===== src/rtl/lfsr_mod_pkg.sv =====
// Shared types for the LFSR-driven modulator: modulation select and FSM states.
package lfsr_mod_pkg;

    typedef enum logic [1:0] {
        MOD_ASK  = 2'd0,
        MOD_FSK  = 2'd1,
        MOD_BPSK = 2'd2,
        MOD_QPSK = 2'd3
    } mod_sel_e;

    typedef enum logic [1:0] {
        IDLE    = 2'd0,
        SETTLE  = 2'd1,
        CAPTURE = 2'd2
    } fsm_state_e;

endpackage


===== src/rtl/lfsr_modulator_if.sv =====
// DDS-side bundle: samples and increments in, modulated sample and symbol out.
interface lfsr_modulator_if #(
    parameter int SAMPLE_W = 12,
    parameter int PHASE_W  = 32
);
    logic [SAMPLE_W-1:0] sin_in;
    logic [SAMPLE_W-1:0] cos_in;
    logic [PHASE_W-1:0]  inc_0;
    logic [PHASE_W-1:0]  inc_1;
    logic [1:0]          mod_sel;
    logic [SAMPLE_W-1:0] mod_out;
    logic [PHASE_W-1:0]  phase_inc_out;
    logic [1:0]          sym;
    logic                sym_valid;

    modport master (
        output sin_in, cos_in, inc_0, inc_1, mod_sel,
        input  mod_out, phase_inc_out, sym, sym_valid
    );

    modport slave (
        input  sin_in, cos_in, inc_0, inc_1, mod_sel,
        output mod_out, phase_inc_out, sym, sym_valid
    );
endinterface


===== src/rtl/lfsr_modulator_sync_edge_det.sv =====
// Brings the asynchronous lfsr_clk into the clk domain and flags its rising edge.
module sync_edge_det (
    input  logic clk,
    input  logic reset,
    input  logic din,
    output logic pulse
);
    logic sync1_q, sync1_d;
    logic sync2_q, sync2_d;
    logic prev_q, prev_d;

    // Next values: shift the input down the synchronizer, remember last synced level.
    always_comb begin
        sync1_d = din;
        sync2_d = sync1_q;
        prev_d  = sync2_q;
    end

    // Synchronizer and edge-detect registers.
    always_ff @(posedge clk or posedge reset) begin
        if (reset) begin
            sync1_q <= 1'b0;
            sync2_q <= 1'b0;
            prev_q  <= 1'b0;
        end else begin
            sync1_q <= sync1_d;
            sync2_q <= sync2_d;
            prev_q  <= prev_d;
        end
    end

    assign pulse = sync2_q & ~prev_q;
endmodule


===== src/rtl/lfsr_modulator.sv =====
// Latches a 2-bit symbol from a slow LFSR and uses it to modulate DDS samples.
//
// state   | meaning
// IDLE    | waiting for a synchronized lfsr_clk rising edge
// SETTLE  | letting lfsr_q settle for SETTLE_CYC clk cycles
// CAPTURE | new symbol is held in sym, sym_valid high for this cycle
module lfsr_modulator
    import lfsr_mod_pkg::*;
#(
    parameter int SAMPLE_W   = 12,
    parameter int PHASE_W    = 32,
    parameter int SETTLE_CYC = 4
) (
    input  logic             clk,
    input  logic             reset,
    input  logic             lfsr_clk,
    input  logic [4:0]       lfsr_q,
    lfsr_modulator_if.slave  bus
);
    localparam int CNT_W = (SETTLE_CYC > 1) ? $clog2(SETTLE_CYC) : 1;
    localparam logic [CNT_W-1:0] CNT_LAST = CNT_W'(SETTLE_CYC - 1);

    fsm_state_e state_q, state_d;
    logic [CNT_W-1:0] cnt_q, cnt_d;
    logic [1:0] sym_q, sym_d;
    logic sym_valid_q, sym_valid_d;
    logic [SAMPLE_W-1:0] mod_out_q, mod_out_d;
    logic [PHASE_W-1:0] phase_inc_q, phase_inc_d;
    logic edge_pulse;
    mod_sel_e mod_sel;

    // Only the two low LFSR bits form the symbol.
    logic unused_lfsr_bits;
    assign unused_lfsr_bits = ^lfsr_q[4:2];

    assign mod_sel = mod_sel_e'(bus.mod_sel);

    // Negation that maps the most negative code to the most positive one.
    function automatic logic [SAMPLE_W-1:0] sat_neg(input logic [SAMPLE_W-1:0] x);
        logic [SAMPLE_W-1:0] min_val;
        min_val = {1'b1, {(SAMPLE_W-1){1'b0}}};
        return (x == min_val) ? ~x : (~x + 1'b1);
    endfunction

    sync_edge_det u_sync_edge_det (
        .clk   (clk),
        .reset (reset),
        .din   (lfsr_clk),
        .pulse (edge_pulse)
    );

    // Symbol sequencing; sym is loaded on entry to CAPTURE so it is visible during it.
    always_comb begin
        state_d     = state_q;
        cnt_d       = cnt_q;
        sym_d       = sym_q;
        sym_valid_d = 1'b0;
        case (state_q)
            IDLE: begin
                if (edge_pulse) begin
                    state_d = SETTLE;
                    cnt_d   = '0;
                end
            end
            SETTLE: begin
                if (cnt_q == CNT_LAST) begin
                    state_d     = CAPTURE;
                    sym_d       = {lfsr_q[1], lfsr_q[0]};
                    sym_valid_d = 1'b1;
                end else begin
                    cnt_d = cnt_q + CNT_W'(1);
                end
            end
            CAPTURE: state_d = IDLE;
            default: state_d = IDLE;
        endcase
    end

    // Modulated sample and DDS phase increment from the currently held symbol.
    always_comb begin
        mod_out_d   = bus.sin_in;
        phase_inc_d = bus.inc_0;
        case (mod_sel)
            MOD_ASK:  mod_out_d = sym_q[0] ? bus.sin_in : '0;
            MOD_FSK: begin
                mod_out_d   = bus.sin_in;
                phase_inc_d = sym_q[0] ? bus.inc_1 : bus.inc_0;
            end
            MOD_BPSK: mod_out_d = sym_q[0] ? bus.sin_in : sat_neg(bus.sin_in);
            MOD_QPSK: begin
                case (sym_q)
                    2'b00:   mod_out_d = bus.sin_in;
                    2'b01:   mod_out_d = bus.cos_in;
                    2'b10:   mod_out_d = sat_neg(bus.sin_in);
                    default: mod_out_d = sat_neg(bus.cos_in);
                endcase
            end
            default:  mod_out_d = bus.sin_in;
        endcase
    end

    // All state and output registers.
    always_ff @(posedge clk or posedge reset) begin
        if (reset) begin
            state_q     <= IDLE;
            cnt_q       <= '0;
            sym_q       <= 2'b00;
            sym_valid_q <= 1'b0;
            mod_out_q   <= '0;
            phase_inc_q <= '0;
        end else begin
            state_q     <= state_d;
            cnt_q       <= cnt_d;
            sym_q       <= sym_d;
            sym_valid_q <= sym_valid_d;
            mod_out_q   <= mod_out_d;
            phase_inc_q <= phase_inc_d;
        end
    end

    assign bus.mod_out       = mod_out_q;
    assign bus.phase_inc_out = phase_inc_q;
    assign bus.sym           = sym_q;
    assign bus.sym_valid     = sym_valid_q;
endmodule


===== src/flat_wrapper.sv =====
// flat-port wrapper written by rule: the top's interface ports become plain ports
module lfsr_modulator_flat import lfsr_mod_pkg::*;
#(
    parameter int SAMPLE_W   = 12,
    parameter int PHASE_W    = 32,
    parameter int SETTLE_CYC = 4
)
  (clk, reset, lfsr_clk, lfsr_q, bus_sin_in, bus_cos_in, bus_inc_0, bus_inc_1, bus_mod_sel, bus_mod_out, bus_phase_inc_out, bus_sym, bus_sym_valid);
  lfsr_modulator_if #(.SAMPLE_W(SAMPLE_W), .PHASE_W(PHASE_W)) bus_i ();
  input  logic clk;
  input  logic reset;
  input  logic lfsr_clk;
  input  logic [4:0] lfsr_q;
  input wire logic [$bits(bus_i.sin_in)-1:0] bus_sin_in;
  input wire logic [$bits(bus_i.cos_in)-1:0] bus_cos_in;
  input wire logic [$bits(bus_i.inc_0)-1:0] bus_inc_0;
  input wire logic [$bits(bus_i.inc_1)-1:0] bus_inc_1;
  input wire logic [$bits(bus_i.mod_sel)-1:0] bus_mod_sel;
  output wire logic [$bits(bus_i.mod_out)-1:0] bus_mod_out;
  output wire logic [$bits(bus_i.phase_inc_out)-1:0] bus_phase_inc_out;
  output wire logic [$bits(bus_i.sym)-1:0] bus_sym;
  output wire logic [$bits(bus_i.sym_valid)-1:0] bus_sym_valid;
  assign bus_i.sin_in = bus_sin_in;
  assign bus_i.cos_in = bus_cos_in;
  assign bus_i.inc_0 = bus_inc_0;
  assign bus_i.inc_1 = bus_inc_1;
  assign bus_i.mod_sel = bus_mod_sel;
  assign bus_mod_out = bus_i.mod_out;
  assign bus_phase_inc_out = bus_i.phase_inc_out;
  assign bus_sym = bus_i.sym;
  assign bus_sym_valid = bus_i.sym_valid;
  lfsr_modulator #(.SAMPLE_W(SAMPLE_W), .PHASE_W(PHASE_W), .SETTLE_CYC(SETTLE_CYC)) u_core (.clk(clk), .reset(reset), .lfsr_clk(lfsr_clk), .lfsr_q(lfsr_q), .bus(bus_i));
endmodule

===== config.mk =====
export PLATFORM = sky130hd
export DESIGN_NAME = lfsr_modulator_flat
export DESIGN_NICKNAME = d
export VERILOG_FILES = /design/src/rtl/lfsr_mod_pkg.sv /design/src/rtl/lfsr_modulator_if.sv /design/src/rtl/lfsr_modulator_sync_edge_det.sv /design/src/rtl/lfsr_modulator.sv /design/src/flat_wrapper.sv
export SDC_FILE = /design/constraint.sdc
export NUM_CORES = 1
export LEC_CHECK = 0
export CELL_PAD_IN_SITES_DETAIL_PLACEMENT = 1
export CELL_PAD_IN_SITES_GLOBAL_PLACEMENT = 1
export CORE_ASPECT_RATIO = 0.6
export CORE_MARGIN = 2
export CORE_UTILIZATION = 34
export CTS_BUF_LIST = sky130_fd_sc_hd__clkbuf_8 sky130_fd_sc_hd__clkbuf_16
export DETAILED_ROUTE_END_ITERATION = 8
export PLACE_DENSITY = 0.95
export SYNTH_ARGS = -nofsm -noshare
export SYNTH_HDL_FRONTEND = slang
export SYNTH_HIERARCHICAL = 1
export SYNTH_SLANG_ARGS = --single-unit

===== constraint.sdc =====
create_clock -name clk -period 5 [get_ports clk]
set_clock_uncertainty 0.2 [all_clocks]
set_input_delay 1.5 -clock clk [delete_from_list [all_inputs] [get_ports clk]]
set_output_delay 1.5 -clock clk [all_outputs]
set_load 0.01 [all_outputs]

==> results of run 1 <==
-- power by group --
part           internal [mW]  total, mW  switching, mW
clock network          0.184      0.343          0.159
registers              0.523      0.581         0.0576
logic                  0.378      0.782          0.404
total                   1.08       1.71          0.621
-- cell families after synthesis --
kind of cell | share of synthesized area [%]
multiplexers | 15.77
AO/OA/AOI/OAI | 18.90
buffers and inverters | 4.547
AND/OR/NAND/NOR | 18.90
adder cells (fa/ha/maj) | 1.118
flip-flops | 40.25
XOR/XNOR | 0.5219
-- synthesized netlist by cell type, types with 3 or more instances --
master,number,area (um^2)
dfrtp_1,54,1351
mux2_2,37,416.7
nor2_1,23,86.33
o21ai_0,21,105.1
nand2_1,18,67.56
a21oi_1,16,80.08
inv_1,16,60.06
clkbuf_1,9,33.78
mux2i_1,9,90.09
nand4_1,8,50.05
o211ai_1,8,60.06
a31oi_1,7,43.79
nand3_1,7,35.03
nor3_1,7,35.03
a211oi_1,6,45.04
a21o_1,6,45.04
buf_1,5,18.77
buf_2,5,25.02
and2_1,4,25.02
nand4b_1,4,35.03
ha_1,3,37.54
nor2b_1,3,18.77
nor3b_1,3,22.52
or2_2,3,18.77
-- metrics by stage --
stage / std cells / utilization (%) / total power, mW / instance area, um^2 / hold WS (ns)
floorplan: 340 / - / 0.9920 / 3357 / 0.1312
global placement: 604 / 50.40 / 1.313 / 4908 / 0.1323
detailed placement: 604 / 50.40 / 1.358 / 4908 / 0.1410
CTS: 611 / 51.82 / 1.710 / 5047 / 0.1569
global route: 611 / 51.82 / 1.806 / 5047 / 0.1733
finish: 611 / 51.82 / 1.706 / 5047 / 0.1509
-- area by class of cell --
| cell class | instances | area, um^2 |
|---|---|---|
| Tap cell | 135 | 168.9 |
| Clock inverter | 2 | 13.76 |
| Fill cell | 1098 | 4692 |
| Multi-Input combinational cell | 249 | 1853 |
| Sequential cell | 54 | 1351 |
| Timing Repair Buffer | 149 | 1471 |
| Clock buffer | 5 | 125.1 |
| Inverter | 17 | 63.81 |
-- state kept, by name (all words and copies together) (netlist names) --
signal	cells
u_core/bus.mod_out	12
u_core/u_sync_edge_det/sync1_q	1
u_core/u_sync_edge_det/prev_d	1
u_core/bus.sym	2
u_core/bus.phase_inc_out	32
u_core/state_q	2
u_core/u_sync_edge_det/prev_q	1
u_core/bus.sym_valid	1
u_core/cnt_q	2
-- per-layer routing --
layer	up-vias	global-route usage, %	wire length (um)
met5	-	0	0
met4	0	2.581	61
met3	10	5.306	944
met2	163	40.63	5943
met1	1758	34.50	6062
li1	1543	-	-
-- worst max-delay path by stage --
stage | to | slack (ns) | cells after the start
5_1_grt | u_core/bus.mod_out[0] | 0.92 | 6
2_1_floorplan | u_core/bus.mod_out[1] | 1.45 | 8
4_1_cts | u_core/bus.mod_out[0] | 1.08 | 8
3_5_place_dp | u_core/bus.mod_out[0] | 0.80 | 8
3_3_place_gp | u_core/bus.mod_out[0] | 0.94 | 6
6_report | u_core/bus.mod_out[5] | 1.05 | 8
-- worst max-delay path: stages --
cell	delay, ns
clkdlybuf4s50_1	0.52
inv_1	0.18
ha_1	0.19
nor3b_4	0.30
nand4_2	0.48
a211oi_1	0.46
a31oi_1	0.09
o211ai_1	0.22
==> results.ini, run 1 <==
[worst_hold_path]
min_to = u_core/u_sync_edge_det/prev_d
hold_path_depth = 0
min_path_type = register to register
min_from = u_core/u_sync_edge_det/sync1_q

[logic_synthesis]
syn_area_per_cell_um2 = 9.873
ys_seq_elements = 54
netlist_instances = 340
synth_nets = 441
netlist_area_um2 = 3357
synth_async_sr_flop_share_pct = 100.0
netlist-cell-type-count = 68
yosysSeqAreaShare_pct = 40.25
ys_warn_count = 6
synth-main-ff-cell = dfrtp_1
synth_edf_count = 0

[cells_and_area]
final_common_cell = clkdlybuf4s50_1
drive_above_1_share_pct = 14.92
area_growth_pct = 50.35
diodes = 0
finalNetCount = 577
final_cell_mix = clkdlybuf4s50_1 (141), dfrtp_1 (54), mux2_2 (37), nor2_1 (23), o21ai_0 (21)

[clock_network]
ctsResizeCount = 0
cts_setup_buffers = 0
cts_max_level = 2
cts_root_buf = clkbuf_16
clk_latency_ns = 0.29
cts_buffers = 5
path_clk_slew_ns = 0.07
cts.path.max_buffers = 2
postCtsHoldBufs = 0
cts_tree = done
numClockSinks = 54

[global_route]
grt_pass1_wl_um = 20420
antenna_found_initial = 0
grt_pass1_vias = 3533
grt_max_degree = 52
grt_overflow_total = 0
grtUsageTotal_pct = 24.57

[pwr]
vdd_drop_max_uv = 261.4
cellLeakagePower_nw = 1.982
power.density_nw_per_um2 = 337.9

[floorplan]
rows = 28
initial_core_util_pct = 34.47
die_y_um = 80.97
die_area_um2 = 10710
fp.dieW_um = 132.3
coreArea_um2 = 9739
pin_count = 145

[timing]
finalMaxSlewViolations = 0
fin_crit_sh_pct = 79.07
finalSetupTns_ns = 0
grt_setup_unrepaired = false
max_freq_mhz = 252.9
setup_ws_ns = 1.046
hold_viol_final = 0
slew_headroom_pct = 28.43
tightest_slew_ns = 1.072
min_period_ns = 3.954
setup_viol = 0

[worst_setup_path]
critPathLaunch = bus_sin_in[1]
regToRegStartpoint = u_core/bus.sym[0]
worstPathArrival_ns = 3.95
rrSetupSlack_ns = 2.45
critical_path_class = input port to register
cp_max_fo = 17
end_kind = register
r2r_end = u_core/bus.mod_out[6]
cp.required_ns = 5.00
worst_setup_path_start_kind = input port
reg2reg_depth = 5

[place]
pre_cts_ws_ns = 0.7993
gp_congestion = 0.9414
numPortBuffers = 141
hpwl_um = 10030

[status]
outcome = completed

[drt]
routed-via-count = 3474
totalWireLength_um = 13010
drt_pass1_iterations = 7
remaining_drc_errors = 0
drt_iter0_markers = 243
postRouteAntennaNets = 0
vias_per_cell = 5.686
wl_per_cell_um = 21.30

[run]
drv_cap = 0

Note: power is estimated with default switching activity, not from simulation.
==> run 2: changes to the inputs <==
CORE_UTILIZATION = 28   (was 34)
PLACE_DENSITY = 0.84   (was 0.95)
clock period = 3.3 ns   (was 5 ns; I/O delays follow)
==> run 2 against run 1 <==
Compared with the run above: via count increased by 1.0%; final area increased by 8.6%; cell count increased by 12%; first-iteration DRC count decreased by 1.6%; die area increased by 21%; setup slack got worse by 0.89 ns; routed wire length decreased by 0.11%; global-route usage decreased by 4.3 points; power increased by 54%; critical path type unchanged; largest cell class is now non-clock buffers; register-to-register slack got worse by 1.7 ns; clock power increased by 50%.
==> results.ini, run 2 (synthesis results as in run 1) <==
[status]
outcome = completed  ; unchanged

[worst_setup_path]
worst_setup_path_start_kind = input port  ; unchanged
worstPathArrival_ns = 3.09  ; was 3.95 ns
r2r_end = u_core/bus.mod_out[8]  ; was u_core/bus.mod_out[6]
cp_max_fo = 5  ; was 17
end_kind = register  ; unchanged
rrSetupSlack_ns = 0.79  ; was 2.45 ns
cp.required_ns = 3.25  ; was 5.00 ns
critical_path_class = input port to register  ; unchanged
reg2reg_depth = 6  ; was 5
regToRegStartpoint = u_core/bus.sym[0]  ; unchanged

[timing]
finalMaxSlewViolations = 0  ; unchanged
slew_headroom_pct = 50.23  ; was 28.43%
tightest_slew_ns = 0.7450  ; was 1.072 ns
fin_crit_sh_pct = 95.19
hold_slack_ns = 0.1547  ; was 0.1509 ns
setup_viol = 0  ; unchanged
min_period_ns = 3.141
setup_ws_ns = 0.1588  ; was 1.046 ns
grt_setup_unrepaired = false  ; unchanged
hold_viol_final = 0  ; unchanged
finalSetupTns_ns = 0  ; unchanged
max_freq_mhz = 318.4

[global_route]
grt_pass1_wl_um = 20330  ; was 20420 um
busiest_layer = met2  ; unchanged
globalRouteMet3Util_pct = 5.361  ; was 5.306%
grt_overflow_total = 0  ; unchanged
grt_max_degree = 40  ; was 52
grt_pass1_vias = 3727  ; was 3533
grt_util_met2_pct = 33.82  ; was 40.63%
antenna_found_initial = 0  ; unchanged
grtUsageTotal_pct = 20.28  ; was 24.57%
use_met1_pct = 27.38  ; was 34.50%

[floorplan]
initial_core_util_pct = 29.23  ; was 34.47%
die_area_um2 = 12910  ; was 10710 um^2
rows = 30  ; was 28
fp.dieW_um = 145.4  ; was 132.3 um
pin_count = 145  ; unchanged
coreArea_um2 = 11490  ; was 9739 um^2
die_y_um = 88.82  ; was 80.97 um

[cells_and_area]
diodes = 0  ; unchanged
final_cell_mix = clkdlybuf4s50_1 (141), buf_4 (56), dfrtp_1 (54), mux2_2 (37), nor2_1 (23)  ; was clkdlybuf4s50_1 (141), dfrtp_1 (54), mux2_2 (37), nor2_1 (23), o21ai_0 (21)
finalNetCount = 627  ; was 577
largest_reg_flops = 32  ; unchanged
final_common_cell = clkdlybuf4s50_1  ; unchanged
drive_above_1_share_pct = 23.00  ; was 14.92%
area_growth_pct = 63.25  ; was 50.35%

[worst_hold_path]
min_path_type = register to register  ; unchanged
hold_path_depth = 0  ; unchanged
min_from = u_core/u_sync_edge_det/sync1_q  ; unchanged
min_to = u_core/u_sync_edge_det/prev_d  ; unchanged

[drt]
routed-via-count = 3510  ; was 3474
drt_pass1_iterations = 5  ; was 7
remaining_drc_errors = 0  ; unchanged
totalWireLength_um = 13000  ; was 13010 um
drt_iter0_markers = 239  ; was 243
postRouteAntennaNets = 0  ; unchanged
wl_per_cell_um = 18.95  ; was 21.30 um
vias_per_cell = 5.117  ; was 5.686

[clock_network]
cts_tree = done  ; unchanged
cts_buffers = 5  ; unchanged
cts_root_buf = clkbuf_16  ; unchanged
ctsResizeCount = 0  ; unchanged
path_clk_slew_ns = 0.07  ; about the same
clk_latency_ns = 0.29  ; about the same
cts_setup_buffers = 0  ; unchanged
cts_max_level = 2  ; unchanged
cts.path.max_buffers = 2  ; unchanged
numClockSinks = 54  ; unchanged
postCtsHoldBufs = 0  ; unchanged

[place]
pre_cts_ws_ns = -0.1022  ; was 0.7993 ns
hpwl_um = 10390  ; was 10030 um
gp_congestion = 0.9848  ; was 0.9414
numPortBuffers = 141  ; unchanged

[pwr]
p_sw_mw = 0.9333  ; was 0.6207 mW
total_power_mw = 2.619  ; was 1.706 mW
power.internal_mw = 1.686  ; was 1.085 mW
cellLeakagePower_nw = 2.223  ; was 1.982 nW
pwr-share-comb_pct = 48.0  ; was 45.8%
power_frac_seq_pct = 32.4  ; was 34.1%
pwr-share-clk_pct = 19.6  ; was 20.1%
p_sw_share_pct = 35.64  ; was 36.39%
power.density_nw_per_um2 = 477.9  ; was 337.9 nW/um^2
vdd_drop_max_uv = 216.6  ; was 261.4 uV

[run]
drv_cap = 0  ; unchanged

[run 2: changes by cell type in the layout (fill, tap and decap cells not counted), sizes merged]
cell      before  now
clkinvlp       0    2
clkinv         2    1
inv           17   16
buf            8   58
[run 2: cell type report]
| cell class | instances | area (um^2) |
|---|---|---|
| Clock inverter | 2 | 15.01 |
| Inverter | 17 | 63.81 |
| Sequential cell | 54 | 1351 |
| Multi-Input combinational cell | 249 | 1853 |
| Clock buffer | 5 | 125.1 |
| Tap cell | 160 | 200.2 |
| Timing Repair Buffer | 199 | 1872 |
| Fill cell | 1318 | 6006 |
[run 2: power by group through the flow]
stage | sequential, mW | clock [mW] | combinational (mW)
2_1_floorplan | 0.911 | 0 | 0.592
3_3_place_gp | 0.853 | 0 | 1.21
3_5_place_dp | 0.861 | 0 | 1.25
4_1_cts | 0.851 | 0.533 | 1.26
5_1_grt | 0.863 | 0.569 | 1.35
6_report | 0.850 | 0.513 | 1.26
[run 2: per-stage QoR]
step                cells  cell area, um^2  utilization (%)
floorplan             340             3357                -
global placement      679             5340            46.49
detailed placement    679             5340            46.49
CTS                   686             5480            47.71
global route          686             5480            47.71
finish                686             5480            47.71
[run 2: routing by layer]
| metal | routed length [um] | up-vias |
|---|---|---|
| met2 | 6055 | 146 |
| li1 | - | 1646 |
| met4 | 79 | 0 |
| met5 | 0 | - |
| met1 | 5945 | 1712 |
| met3 | 917 | 6 |
[run 2: worst max-delay path by stage]
stage	start	end	slack, ns	depth (start not counted)
2_1_floorplan	bus_sin_in[0]	u_core/bus.mod_out[1]	0.26	8
3_3_place_gp	bus_sin_in[1]	u_core/bus.mod_out[10]	-0.07	9
3_5_place_dp	bus_sin_in[6]	u_core/bus.mod_out[11]	-0.10	6
4_1_cts	bus_sin_in[1]	u_core/bus.mod_out[4]	0.19	9
5_1_grt	bus_sin_in[1]	u_core/bus.mod_out[4]	0.02	9
6_report	bus_cos_in[0]	u_core/bus.mod_out[1]	0.16	9
[run 2: worst max-delay path, stage by stage]
cell and delay [ns]:
clkdlybuf4s50_1 0.43, inv_1 0.07, ha_1 0.16, or3b_1 0.43, buf_4 0.17, o21ai_0 0.22, a21oi_1 0.13, a2111oi_2 0.36
a21oi_1 0.12
==> run 3: changes to the inputs <==
CTS_BUF_LIST = sky130_fd_sc_hd__clkbuf_16   (was sky130_fd_sc_hd__clkbuf_8 sky130_fd_sc_hd__clkbuf_16)
==> results of run 3 <==
The final DEF is identical to that of run 2; final timing and power are the same.
